File: src/rtl/control_unit.sv
// control_unit: hardwired T0-T5 instruction sequencer for the simple CPU datapath.
// Outputs are registered from the next state, so they always reflect the current state.
module control_unit (
   input  logic        Clock,
   input  logic        Reset,
   input  logic        Stop,
   input  logic [31:0] IR,
   output logic        PCout,
   output logic        Zlowout,
   output logic        MDRout,
   output logic        Cout,
   output logic        Rout,
   output logic        MARin,
   output logic        PCin,
   output logic        MDRin,
   output logic        IRin,
   output logic        Yin,
   output logic        Zin,
   output logic        Rin,
   output logic        IncPC,
   output logic        Read,
   output logic        Gra,
   output logic        Grb,
   output logic        Grc,
   output logic [4:0]  operation,
   output logic        Run
);

   typedef enum logic [3:0] {
      RESET_S = 4'd0,
      T0      = 4'd1,
      T1      = 4'd2,
      T2      = 4'd3,
      R3      = 4'd4,
      R4      = 4'd5,
      R5      = 4'd6,
      I3      = 4'd7,
      I4      = 4'd8,
      I5      = 4'd9,
      HALT_S  = 4'd10
   } state_t;

   typedef struct packed {
      logic       pc_out;
      logic       zlow_out;
      logic       mdr_out;
      logic       c_out;
      logic       r_out;
      logic       mar_in;
      logic       pc_in;
      logic       mdr_in;
      logic       ir_in;
      logic       y_in;
      logic       z_in;
      logic       r_in;
      logic       inc_pc;
      logic       read;
      logic       gra;
      logic       grb;
      logic       grc;
      logic [4:0] alu_op;
   } strobes_t;

   localparam logic [4:0] OP_ADDI = 5'b01011;
   localparam logic [4:0] OP_ANDI = 5'b01100;
   localparam logic [4:0] OP_ORI  = 5'b01101;
   localparam logic [4:0] OP_NOP  = 5'b11010;

   function automatic logic is_r_format(input logic [4:0] op);
      return (op >= 5'b00011) && (op <= 5'b01010);
   endfunction

   function automatic logic is_i_format(input logic [4:0] op);
      return (op >= OP_ADDI) && (op <= OP_ORI);
   endfunction

   function automatic logic [4:0] i_alu_op(input logic [4:0] op);
      logic [4:0] alu;
      case (op)
         OP_ADDI: alu = 5'b00101;
         OP_ANDI: alu = 5'b00011;
         OP_ORI:  alu = 5'b00100;
         default: alu = 5'b00000;
      endcase
      return alu;
   endfunction

   function automatic strobes_t decode_strobes(input state_t s, input logic [4:0] op);
      strobes_t st;
      st = '0;
      case (s)
         T0: begin
            st.pc_out = 1'b1;
            st.mar_in = 1'b1;
            st.inc_pc = 1'b1;
            st.z_in   = 1'b1;
         end
         T1: begin
            st.zlow_out = 1'b1;
            st.pc_in    = 1'b1;
            st.read     = 1'b1;
            st.mdr_in   = 1'b1;
         end
         T2: begin
            st.mdr_out = 1'b1;
            st.ir_in   = 1'b1;
         end
         R3, I3: begin
            st.grb   = 1'b1;
            st.r_out = 1'b1;
            st.y_in  = 1'b1;
         end
         R4: begin
            st.grc    = 1'b1;
            st.r_out  = 1'b1;
            st.z_in   = 1'b1;
            st.alu_op = op;
         end
         I4: begin
            st.c_out  = 1'b1;
            st.z_in   = 1'b1;
            st.alu_op = op;
         end
         R5, I5: begin
            st.zlow_out = 1'b1;
            st.gra      = 1'b1;
            st.r_in     = 1'b1;
         end
         default: st = '0;
      endcase
      return st;
   endfunction

   state_t     state_r;
   state_t     next_s;
   state_t     boundary_s;
   logic [4:0] opcode_r;
   logic [4:0] exec_op_s;
   strobes_t   strobes_r;
   logic       run_r;
   logic       ir_unused_s;

   // Only the opcode field is decoded here; the register and constant fields go to the datapath.
   assign ir_unused_s = &{1'b0, IR[26:0]};

   // Next-state selection; Stop diverts every return to T0 into HALT_S.
   always_comb begin
      if (Stop) begin
         boundary_s = HALT_S;
      end else begin
         boundary_s = T0;
      end
      next_s = state_r;
      case (state_r)
         RESET_S: next_s = boundary_s;
         T0:      next_s = T1;
         T1:      next_s = T2;
         T2: begin
            if (is_r_format(IR[31:27])) begin
               next_s = R3;
            end else if (is_i_format(IR[31:27])) begin
               next_s = I3;
            end else if (IR[31:27] == OP_NOP) begin
               next_s = boundary_s;
            end else begin
               next_s = HALT_S;
            end
         end
         R3:      next_s = R4;
         R4:      next_s = R5;
         R5:      next_s = boundary_s;
         I3:      next_s = I4;
         I4:      next_s = I5;
         I5:      next_s = boundary_s;
         HALT_S:  next_s = HALT_S;
         default: next_s = HALT_S;
      endcase
   end

   // ALU code for the upcoming execute cycle, taken from the opcode latched at the end of T2.
   always_comb begin
      exec_op_s = 5'b00000;
      if (next_s == R4) begin
         exec_op_s = opcode_r;
      end else if (next_s == I4) begin
         exec_op_s = i_alu_op(opcode_r);
      end else begin
         exec_op_s = 5'b00000;
      end
   end

   // State, latched opcode and registered strobes; Reset overrides everything.
   always_ff @(posedge Clock) begin
      if (Reset) begin
         state_r   <= RESET_S;
         opcode_r  <= 5'b00000;
         strobes_r <= decode_strobes(RESET_S, 5'b00000);
         run_r     <= 1'b1;
      end else begin
         state_r <= next_s;
         if (state_r == T2) begin
            opcode_r <= IR[31:27];
         end else begin
            opcode_r <= opcode_r;
         end
         strobes_r <= decode_strobes(next_s, exec_op_s);
         run_r     <= (next_s != HALT_S);
      end
   end

   assign PCout     = strobes_r.pc_out;
   assign Zlowout   = strobes_r.zlow_out;
   assign MDRout    = strobes_r.mdr_out;
   assign Cout      = strobes_r.c_out;
   assign Rout      = strobes_r.r_out;
   assign MARin     = strobes_r.mar_in;
   assign PCin      = strobes_r.pc_in;
   assign MDRin     = strobes_r.mdr_in;
   assign IRin      = strobes_r.ir_in;
   assign Yin       = strobes_r.y_in;
   assign Zin       = strobes_r.z_in;
   assign Rin       = strobes_r.r_in;
   assign IncPC     = strobes_r.inc_pc;
   assign Read      = strobes_r.read;
   assign Gra       = strobes_r.gra;
   assign Grb       = strobes_r.grb;
   assign Grc       = strobes_r.grc;
   assign operation = strobes_r.alu_op;
   assign Run       = run_r;

endmodule

File: config.mk
export PLATFORM = sky130hd
export DESIGN_NAME = control_unit
export DESIGN_NICKNAME = d
export VERILOG_FILES = /design/src/rtl/control_unit.sv
export SDC_FILE = /design/constraint.sdc
export NUM_CORES = 1
export LEC_CHECK = 0
export ABC_AREA = 1
export CAP_MARGIN = 20
export CORE_MARGIN = 1.5
export CORE_UTILIZATION = 43
export DETAILED_ROUTE_END_ITERATION = 8
export GPL_ROUTABILITY_DRIVEN = 0
export PLACE_DENSITY = 0.92
export SETUP_SLACK_MARGIN = 0.3
export SLEW_MARGIN = 20
export SYNTH_ARGS = -nofsm -noshare
export SYNTH_HDL_FRONTEND = slang
export SYNTH_SLANG_ARGS = --single-unit
File: constraint.sdc
create_clock -name Clock -period 2.56 [get_ports Clock]
set_clock_uncertainty 0.15 [all_clocks]
set_input_delay 0.384 -clock Clock [delete_from_list [all_inputs] [get_ports Clock]]
set_output_delay 0.384 -clock Clock [all_outputs]
set_load 0.005 [all_outputs]
==> flow_summary_export.csv, run 1 <==
group,metric,value,unit
status,status,"finished, final reports clean",
route,drt_iter0_markers,19,
timing,period_share,68.1,%
global_route,grt_pass1_vias,961,
final_layout,n_antenna_cell,0,
worst_setup_path,timing.rr.end,"IncPC",
final_layout,syn_to_final_growth,25.0,%
clock_network,root_buffer,"clkbuf_4",
floorplan,fp.dieW,55.6,µm
final_layout,layout.cells.most_common,"clkdlybuf4s50_1",
placement,placedInstanceArea,0.00146,mm²
worst_setup_path,arrival,1.21,ns
synth,avgSynthCellArea,7.64,µm²
worst_setup_path,critical_path.startpoint_type,"flip-flop",
global_route,grt_max_degree,15,
worst_setup_path,cp_slowest_cell,"clkdlybuf4s50_1",
clock_network,post_cts_buffers,0,
synth,synth_top_area_cell,"dfxtp_1",
timing,drv_slew,0,
hold_path,hold_class,"flip-flop to flip-flop",
global_route,met2_usage,27.0,%
pwr,p_leak,0.000617,µW
route,vias_per_cell,4.88,
placement,dp_hpwl,1790,µm
floorplan,initial_core_util,46.8,%
final_layout,final_area,0.00149,mm²
timing,rsz0062_at_grt,"false",
global_route,busiest_layer,"met2",
global_route,grt_pass1_wl,3930,µm
pwr,sw_frac_of_total,39.4,%
worst_setup_path,critPathBufInv,1,
clock_network,cts_buffer_depth,2,
timing,post-route-min-period,1.74,ns
clock_network,cts_tree,"yes",
worst_setup_path,worst-setup-path-type,"flip-flop to output port",
synth,synth_fp_nets,191,
job,cap_viol_max_count,0,
timing,fin_tns_setup,0,ns
route,dr.pass1.iters,4,
timing,tightestPinTransition,0.546,ns
synth,yosys_warnings,0,
floorplan,rows,18,
timing,hold_viol,0,
worst_setup_path,critical_path_depth,1,
route,wirelength,2230,µm
clock_network,clock-sinks,25,
final_layout,nFillCells,238,
synth,ys_ff_latch,25,
worst_setup_path,cp_top_family,"buffers and inverters",
timing,maxSlewHeadroom,63.5,%
final_layout,most-common-layout-cells,"30 x clkdlybuf4s50_1, 25 x dfxtp_1, 24 x nand2_1",
worst_setup_path,cp-end-kind,"output port",
global_route,grt_usage,16.4,%
hold_path,holdPathStages,2,
worst_setup_path,path_cells,"clkdlybuf4s50_1",
pwr,peakVddDrop,625,µV
placement,io_buffers,30,
timing,worst_slack,0.816,ns
route,drc_errors,0,
worst_setup_path,max_stage_delay,0.52,ns
pwr,clock_power_share,12.8,%
clock_network,cts_buffers,3,
clock_network,htreeDepth,1,
route,ant_nets,0,
clock_network,path_clk_slew,0.13,ns
final_layout,drive_gt1_share,16.6,%
placement,dpl_worst_slack,0.542,ns
worst_setup_path,crit_fanout,3,
pwr,power.density,897,mW/mm²
global_route,overflow,0,
pwr,intPower,810,µW
synth,synthesis.area,0.00119,mm²
route,wl_per_cell,10.6,µm
global_route,use_met3,2.56,%
route,vias,1029,
timing,fmax,574,MHz
synth,synth_cell_type_count,24,
pwr,p_seq_share,40.0,%
hold_path,min_from,"opcode_r[4]",
worst_setup_path,rr_startpoint,"state_r[1]",
floorplan,num_io_pins,58,
final_layout,fin_nets,217,
global_route,antenna_found_initial,0,
global_route,grt.met1_usage,18.0,%
timing,setup_viol,0,
synth,yosys-top-cells-area,"dfxtp_1 42%, nand2_1 7.6%, nor2_1 6.6%",
hold_path,hold_end,"operation[4]",
worst_setup_path,r2r_setup_slack,0.93,ns
pwr,pwr-share-comb,47.2,%
clock_network,cts_hold_buf,0,
floorplan,fp.dieH,55.6,µm
clock_network,cts.repair.resized,0,
floorplan,coreArea,0.00254,mm²
pwr,p_sw,526,µW
timing,hold_ws,0.329,ns
synth,synth.yosys.seq_area_share,42.0,%
worst_setup_path,required,2.03,ns
synth,synth_top_area_share,42.0,%
floorplan,dieArea,0.00309,mm²
clock_network,clock_latency,0.32,ns
worst_setup_path,reg2reg_depth,8,
synth,syn_inst,156,
## power by group through the flow
stage / combinational (µW) / sequential, µW / clock [µW]
floorplan: 445 / 537 / 0
detailed placement: 632 / 543 / 0
finish: 631 / 534 / 171
CTS: 634 / 534 / 182
global placement: 613 / 536 / 0
global route: 698 / 545 / 202
## worst max-delay path by stage
stage                     startpoint     to  slack (ns)
final                           PCin  MDRin        0.82
after detailed placement      IR[27]    Zin        0.54
after global routing            PCin  MDRin        0.75
after global placement        IR[27]    Zin        0.54
after CTS                       PCin  MDRin        0.78
after floorplan           state_r[1]    Run        1.18
## logic make-up after synthesis
group,after synthesis,synth area share (%)
AOI/OAI and AO/OA,21,10.7
buffers and inverters,33,13.2
DFF,25,42.0
and+or+nand+nor,77,34.0
## area by class of cell
cell class | instances | area, µm² | area share [%]
clock buffers | 3 | 22.5 | 1.51
repair buffers | 30 | 300 | 20.2
multi-input cells | 98 | 533 | 35.8
flip-flops and latches | 25 | 500 | 33.6
inverters | 24 | 90.1 | 6.05
clock inverters | 1 | 5.00 | 0.336
well taps | 30 | 37.5 | 2.52
## metal layers
layer | vias up | wire length [µm]
li1 | 531 | -
met1 | 458 | 971
met2 | 35 | 1080
met3 | 5 | 107
met4 | 0 | 78
met5 | - | 0
## through the flow
step / power, µW / cells / utilization (%)
final: 1340 / 211 / 58.5
after CTS: 1350 / 211 / 58.5
after global routing: 1440 / 211 / 58.5
after global placement: 1150 / 207 / 57.4
after detailed placement: 1180 / 207 / 57.4
after floorplan: 983 / 156 / -
## synthesized netlist by cell type
master,count
o21ai_0,6
nor3_2,3
nand3_2,1
nor2_1,21
inv_2,4
a21oi_1,12
nor3b_1,1
a21oi_4,1
nand4_1,1
nor2_2,4
nand4_2,1
nand3b_1,1
nand2_1,24
nor2_4,5
buf_6,1
nand3_1,7
clkbuf_1,1
nand2_2,5
nor3_1,3
dfxtp_1,25
inv_1,20
o21ai_2,1
buf_4,7
a211oi_2,1
Power figures use the tool's default switching activity.
==> run 2, diff against run 1 <==
--- a/config.mk
+++ b/config.mk
@@ -8,10 +8,10 @@
 export ABC_AREA = 1
 export CAP_MARGIN = 20
 export CORE_MARGIN = 1.5
-export CORE_UTILIZATION = 43
+export CORE_UTILIZATION = 36
 export DETAILED_ROUTE_END_ITERATION = 8
 export GPL_ROUTABILITY_DRIVEN = 0
-export PLACE_DENSITY = 0.92
+export PLACE_DENSITY = 0.83
 export SETUP_SLACK_MARGIN = 0.3
 export SLEW_MARGIN = 20
 export SYNTH_ARGS = -nofsm -noshare
==> constraint.sdc (replaced) <==
create_clock -name Clock -period 1.5 [get_ports Clock]
set_clock_uncertainty 0.15 [all_clocks]
set_input_delay 0.225 -clock Clock [delete_from_list [all_inputs] [get_ports Clock]]
set_output_delay 0.225 -clock Clock [all_outputs]
set_load 0.005 [all_outputs]
==> run 2 against run 1 <==
Against the previous run: core utilization is 0.81 points higher; combinational power is 130% higher; register-to-register slack worse by 0.92 ns; non-clock buffer count is 26 higher; critical path type is now flip-flop to flip-flop; highest routed layer unchanged.
==> flow_summary_export.csv, run 2 (synthesis gave the netlist of run 1 again) <==
group,metric,value,unit
status,status,"finished, final reports clean",
worst_setup_path,worst-setup-path-type,"flip-flop to flip-flop",
clock_network,path_clk_slew,0.13,ns
pwr,p_leak,0.000853,µW
route,wl_per_cell,11.7,µm
clock_network,cts_tree,"yes",
floorplan,initial_core_util,38.4,%
job,cap_viol_max_count,0,
route,drt_iter0_markers,19,
clock_network,cts_buffers,3,
final_layout,syn_to_final_growth,54.5,%
timing,setup_viol,0,
route,ant_nets,0,
worst_setup_path,crit_path_start,"state_r[2]",
global_route,grt_max_degree,14,
timing,worst_slack,0.0108,ns
placement,placedInstanceArea,0.00162,mm²
floorplan,dieArea,0.00366,mm²
route,highest_layer,"met4",
clock_network,clock_latency,0.33,ns
worst_setup_path,cp-end-kind,"flip-flop",
route,wl_met3,111,µm
route,vias_per_cell,4.66,
floorplan,fp.dieW,60.5,µm
floorplan,rows,20,
global_route,grt_pass1_vias,1076,
worst_setup_path,required,1.62,ns
timing,post-route-min-period,1.49,ns
clock_network,cts_buffer_depth,2,
route,vias,1169,
final_layout,layout.cells.most_common,"buf_4",
route,wl_met2,1530,µm
clock_network,root_buffer,"clkbuf_4",
global_route,grt_usage,16.4,%
route,drc_errors,0,
timing,tightestPinTransition,0.306,ns
final_layout,most-common-layout-cells,"17 x buf_4, 16 x dfxtp_1, 16 x nand2_1, 16 x buf_6, 16 x buf_2",
worst_setup_path,rr_startpoint,"state_r[2]",
timing,hold_ws,0.249,ns
final_layout,drive_gt1_share,58.5,%
route,drt-met1-wl,1230,µm
clock_network,clock-sinks,25,
worst_setup_path,critical_path.startpoint_type,"flip-flop",
pwr,power.density,1510,mW/mm²
worst_setup_path,crit_fanout,5,
floorplan,num_io_pins,58,
timing,period_share,99.3,%
final_layout,n_antenna_cell,0,
placement,dp_hpwl,1920,µm
global_route,antenna_found_initial,0,
placement,io_buffers,30,
pwr,peakVddDrop,527,µV
timing,fin_tns_setup,0,ns
final_layout,final_area,0.00184,mm²
hold_path,hold_class,"input port to flip-flop",
worst_setup_path,arrival,1.61,ns
timing,fmax,671,MHz
floorplan,coreArea,0.00310,mm²
hold_path,min_from,"IR[28]",
timing,drv_slew,0,
timing,maxSlewHeadroom,79.5,%
global_route,overflow,0,
floorplan,fp.dieH,60.5,µm
global_route,grt_pass1_wl,4440,µm
timing,rsz0062_at_grt,"true",
clock_network,htreeDepth,1,
route,wirelength,2950,µm
route,dr.pass1.iters,4,
timing,hold_viol,0,
placement,dpl_worst_slack,-0.327,ns
final_layout,fin_nets,243,
run 2: cell count changes in the layout (fill, tap and decap cells not counted), moves of 6 or more:
cell,delta
buf_2,+16
buf_4,+17
buf_6,+16
clkdlybuf4s50_1,-28
dfxtp_1,-9
inv_1,-7
nand2_1,-8
nor2_1,-6
run 2: path summary, 6_finish.rpt:
kind	cells after the start	to	slack [ns]
max	9	PCin	0.01
min	4	opcode_r[1]	0.25
max reg2reg	9	PCin	0.01
min reg2reg	2	operation[4]	0.33
run 2: critical path, stage by stage, from the launching register on:
cell	delay, ns
dfxtp_4	0.39
inv_6	0.08
nor2_2	0.05
nand2_1	0.12
nand3_4	0.09
nand2_2	0.09
nand3_2	0.08
nor2_4	0.15
nand2_1	0.07
nor3_2	0.15
run 2: area by class of cell:
class | instances | area [µm²]
Fill cell | 290 | 1260
Tap cell | 44 | 55.1
Multi-Input combinational cell | 98 | 681
Timing Repair Buffer | 56 | 452
Sequential cell | 25 | 522
Inverter | 24 | 105
Clock buffer | 4 | 26.3
run 2: power breakdown:
part | leakage [µW] | internal (µW) | switching [µW]
clock network | 0.0000150 | 105 | 198
logic | 0.000630 | 680 | 787
registers | 0.000208 | 834 | 173
total | 0.000853 | 1620 | 1160
run 2: routing by layer:
layer  vias up  global-route usage (%)
met1       546                    17.6
met2        30                    30.7
met4         0                    7.45
met5         -                       0
li1        586                       -
met3         7                    3.20
run 2: metrics by stage:
step	utilization (%)	total power, µW	instances
4_1_cts	56.0	2520	248
3_3_place_gp	52.3	2090	236
6_report	59.3	2780	251
2_1_floorplan	-	1750	156
3_5_place_dp	52.3	2120	236
5_1_grt	59.3	2960	251
run 2: repair_timing:
action,4_1_cts,5_1_grt
setup endpoints to repair,45,31
hold buffers,0,0
buffers inserted,8,3
resized for setup,132,29
pin swaps,9,14
==> run 3, diff against run 2 <==
--- a/config.mk
+++ b/config.mk
@@ -7,13 +7,14 @@
 export LEC_CHECK = 0
 export ABC_AREA = 1
 export CAP_MARGIN = 20
+export CELL_PAD_IN_SITES_DETAIL_PLACEMENT = 0
+export CELL_PAD_IN_SITES_GLOBAL_PLACEMENT = 2
 export CORE_MARGIN = 1.5
-export CORE_UTILIZATION = 36
+export CORE_UTILIZATION = 19
 export DETAILED_ROUTE_END_ITERATION = 8
 export GPL_ROUTABILITY_DRIVEN = 0
 export PLACE_DENSITY = 0.83
 export SETUP_SLACK_MARGIN = 0.3
-export SLEW_MARGIN = 20
 export SYNTH_ARGS = -nofsm -noshare
 export SYNTH_HDL_FRONTEND = slang
 export SYNTH_SLANG_ARGS = --single-unit
==> run 3 against run 2 <==
Against the previous run: core utilization decreased by 29 points; die area increased by 84%; global-route usage decreased by 7.6 points; critical endpoint is now Run; power decreased by 4.0%; count of clock-buffer cells in the layout decreased by 1; worst setup slack improved by 0.058 ns.
==> flow_summary_export.csv, run 3 (synthesis gave the netlist of run 1 again) <==
group,metric,value,unit
clock_network,clock_latency,0.28,ns
timing,maxSlewHeadroom,78.5,%
status,status,"finished, final reports clean",
final_layout,most-common-layout-cells,"22 x buf_4, 17 x nand2_1, 15 x clkbuf_2",
clock_network,clock-sinks,25,
job,cap_viol_max_count,0,
clock_network,root_buffer,"clkbuf_8",
worst_setup_path,rr_startpoint,"state_r[1]",
final_layout,final_area,0.00183,mm²
hold_path,holdPathStages,3,
route,wl_per_cell,9.43,µm
worst_setup_path,cp-end-kind,"flip-flop",
floorplan,fp.dieH,82.2,µm
final_layout,fin_cells,281,
timing,drv_slew,0,
final_layout,layout.cells.most_common,"buf_4",
timing,fmax,699,MHz
route,vias_per_cell,3.86,
worst_setup_path,path_cells,"nand2_2, nor2_4, buf_4, nand2_2, nor2_4, nor2_4, nand3b_1",
worst_setup_path,reg2reg_depth,7,
global_route,grt_pass1_wl,4490,µm
worst_setup_path,crit_fanout,6,
worst_setup_path,critical_path.startpoint_type,"flip-flop",
floorplan,num_io_pins,58,
route,drc_errors,0,
route,wirelength,2650,µm
timing,tightestPinTransition,0.320,ns
clock_network,htreeDepth,1,
route,ant_nets,0,
timing,rsz0062_at_grt,"true",
route,dr.pass1.iters,4,
floorplan,dieArea,0.00675,mm²
clock_network,cts_buffers,3,
worst_setup_path,worst-setup-path-type,"flip-flop to flip-flop",
worst_setup_path,required,1.52,ns
worst_setup_path,r2r_setup_slack,0.07,ns
placement,placedInstanceArea,0.00167,mm²
worst_setup_path,max_stage_delay,0.42,ns
timing,setup_viol,0,
worst_setup_path,cp_top_family,"simple AND/OR/NAND/NOR gates",
global_route,antenna_found_initial,0,
timing,post-route-min-period,1.43,ns
worst_setup_path,critPathBufInv,1,
global_route,grt_max_degree,16,
pwr,p_leak,0.000811,µW
clock_network,path_clk_slew,0.09,ns
pwr,power.density,1450,mW/mm²
placement,io_buffers,30,
final_layout,fin_nets,242,
global_route,grt_usage,8.80,%
global_route,overflow,0,
global_route,grt_pass1_vias,1016,
timing,hold_viol,0,
pwr,peakVddDrop,373,µV
final_layout,drive_gt1_share,55.3,%
final_layout,syn_to_final_growth,54.0,%
placement,placed_cells,268,
worst_setup_path,timing.rr.end,"Run",
clock_network,cts_tree,"yes",
hold_path,min_from,"IR[27]",
floorplan,initial_core_util,19.9,%
floorplan,rows,28,
hold_path,hold_class,"input port to flip-flop",
route,vias,1086,
timing,period_share,95.4,%
floorplan,coreArea,0.00599,mm²
placement,dp_hpwl,2050,µm
worst_setup_path,arrival,1.45,ns
final_layout,n_antenna_cell,0,
clock_network,cts_buffer_depth,2,
clock_network,cts_hold_buf,0,
floorplan,fp.dieW,82.2,µm
worst_setup_path,crit_top_cell,"nor2_4",
hold_path,hold_end,"opcode_r[0]",
route,drt_iter0_markers,35,
final_layout,fin_util,30.6,%
worst_setup_path,cp_slowest_cell,"dfxtp_4",
[run 3: power breakdown]
part           total [µW]  internal (µW)  switching, µW  leakage, µW
logic                1270            561            705     0.000576
registers             988            835            153     0.000209
clock network         412            190            222    0.0000260
[run 3: worst max-delay path by stage]
stage                from    end  slack, ns  cells after the start
2_1_floorplan  state_r[2]    Zin       0.17                     11
3_3_place_gp       IR[27]    Zin      -0.34                     10
3_5_place_dp       IR[28]    Zin      -0.34                     10
4_1_cts        state_r[2]  IncPC       0.07                      9
5_1_grt        state_r[2]   PCin      -0.02                     10
6_report       state_r[1]    Run       0.07                      7
[run 3: area by class of cell]
class / instances / area [µm²]
fill: 626 / 4160
multi-input combinational: 98 / 653
sequential: 25 / 524
timing repair buffer: 55 / 413
inverter: 24 / 103
tap: 75 / 93.8
clock buffer: 3 / 41.3
clock inverter: 1 / 6.26
[run 3: metal layers]
layer	share of wire, %	global-route usage, %	vias to the layer above
li1	-	-	584
met1	47	10.9	473
met2	46	14.1	24
met3	4.1	1.32	5
met4	2.9	5.59	0
met5	0	0	-
[run 3: what timing repair did]
| item | 4_1_cts | 5_1_grt |
|---|---|---|
| pin swaps | 16 | 9 |
| endpoints found under the hold margin | 0 | 0 |
| resized for setup | 88 | 30 |
| setup buffers | 8 | 1 |
| setup endpoints to repair | 44 | 40 |
[run 3: worst reg2reg max path, stage by stage (launching register included)]
cell,delay (ns)
dfxtp_4,0.42
nand2_2,0.11
nor2_4,0.16
buf_4,0.14
nand2_2,0.06
nor2_4,0.10
nor2_4,0.06
nand3b_1,0.14
[run 3: through the flow]
stage / hold WS, ns / setup slack (ns) / power [µW] / setup TNS (ns)
after floorplan: 0.156 / 0.172 / 1750 / 0
after global placement: 0.315 / -0.339 / 2150 / -2.81
after detailed placement: 0.315 / -0.337 / 2140 / -2.73
after CTS: 0.262 / 0.0737 / 2670 / 0
after global routing: 0.278 / -0.0187 / 2880 / -0.0605
final: 0.260 / 0.0687 / 2670 / 0
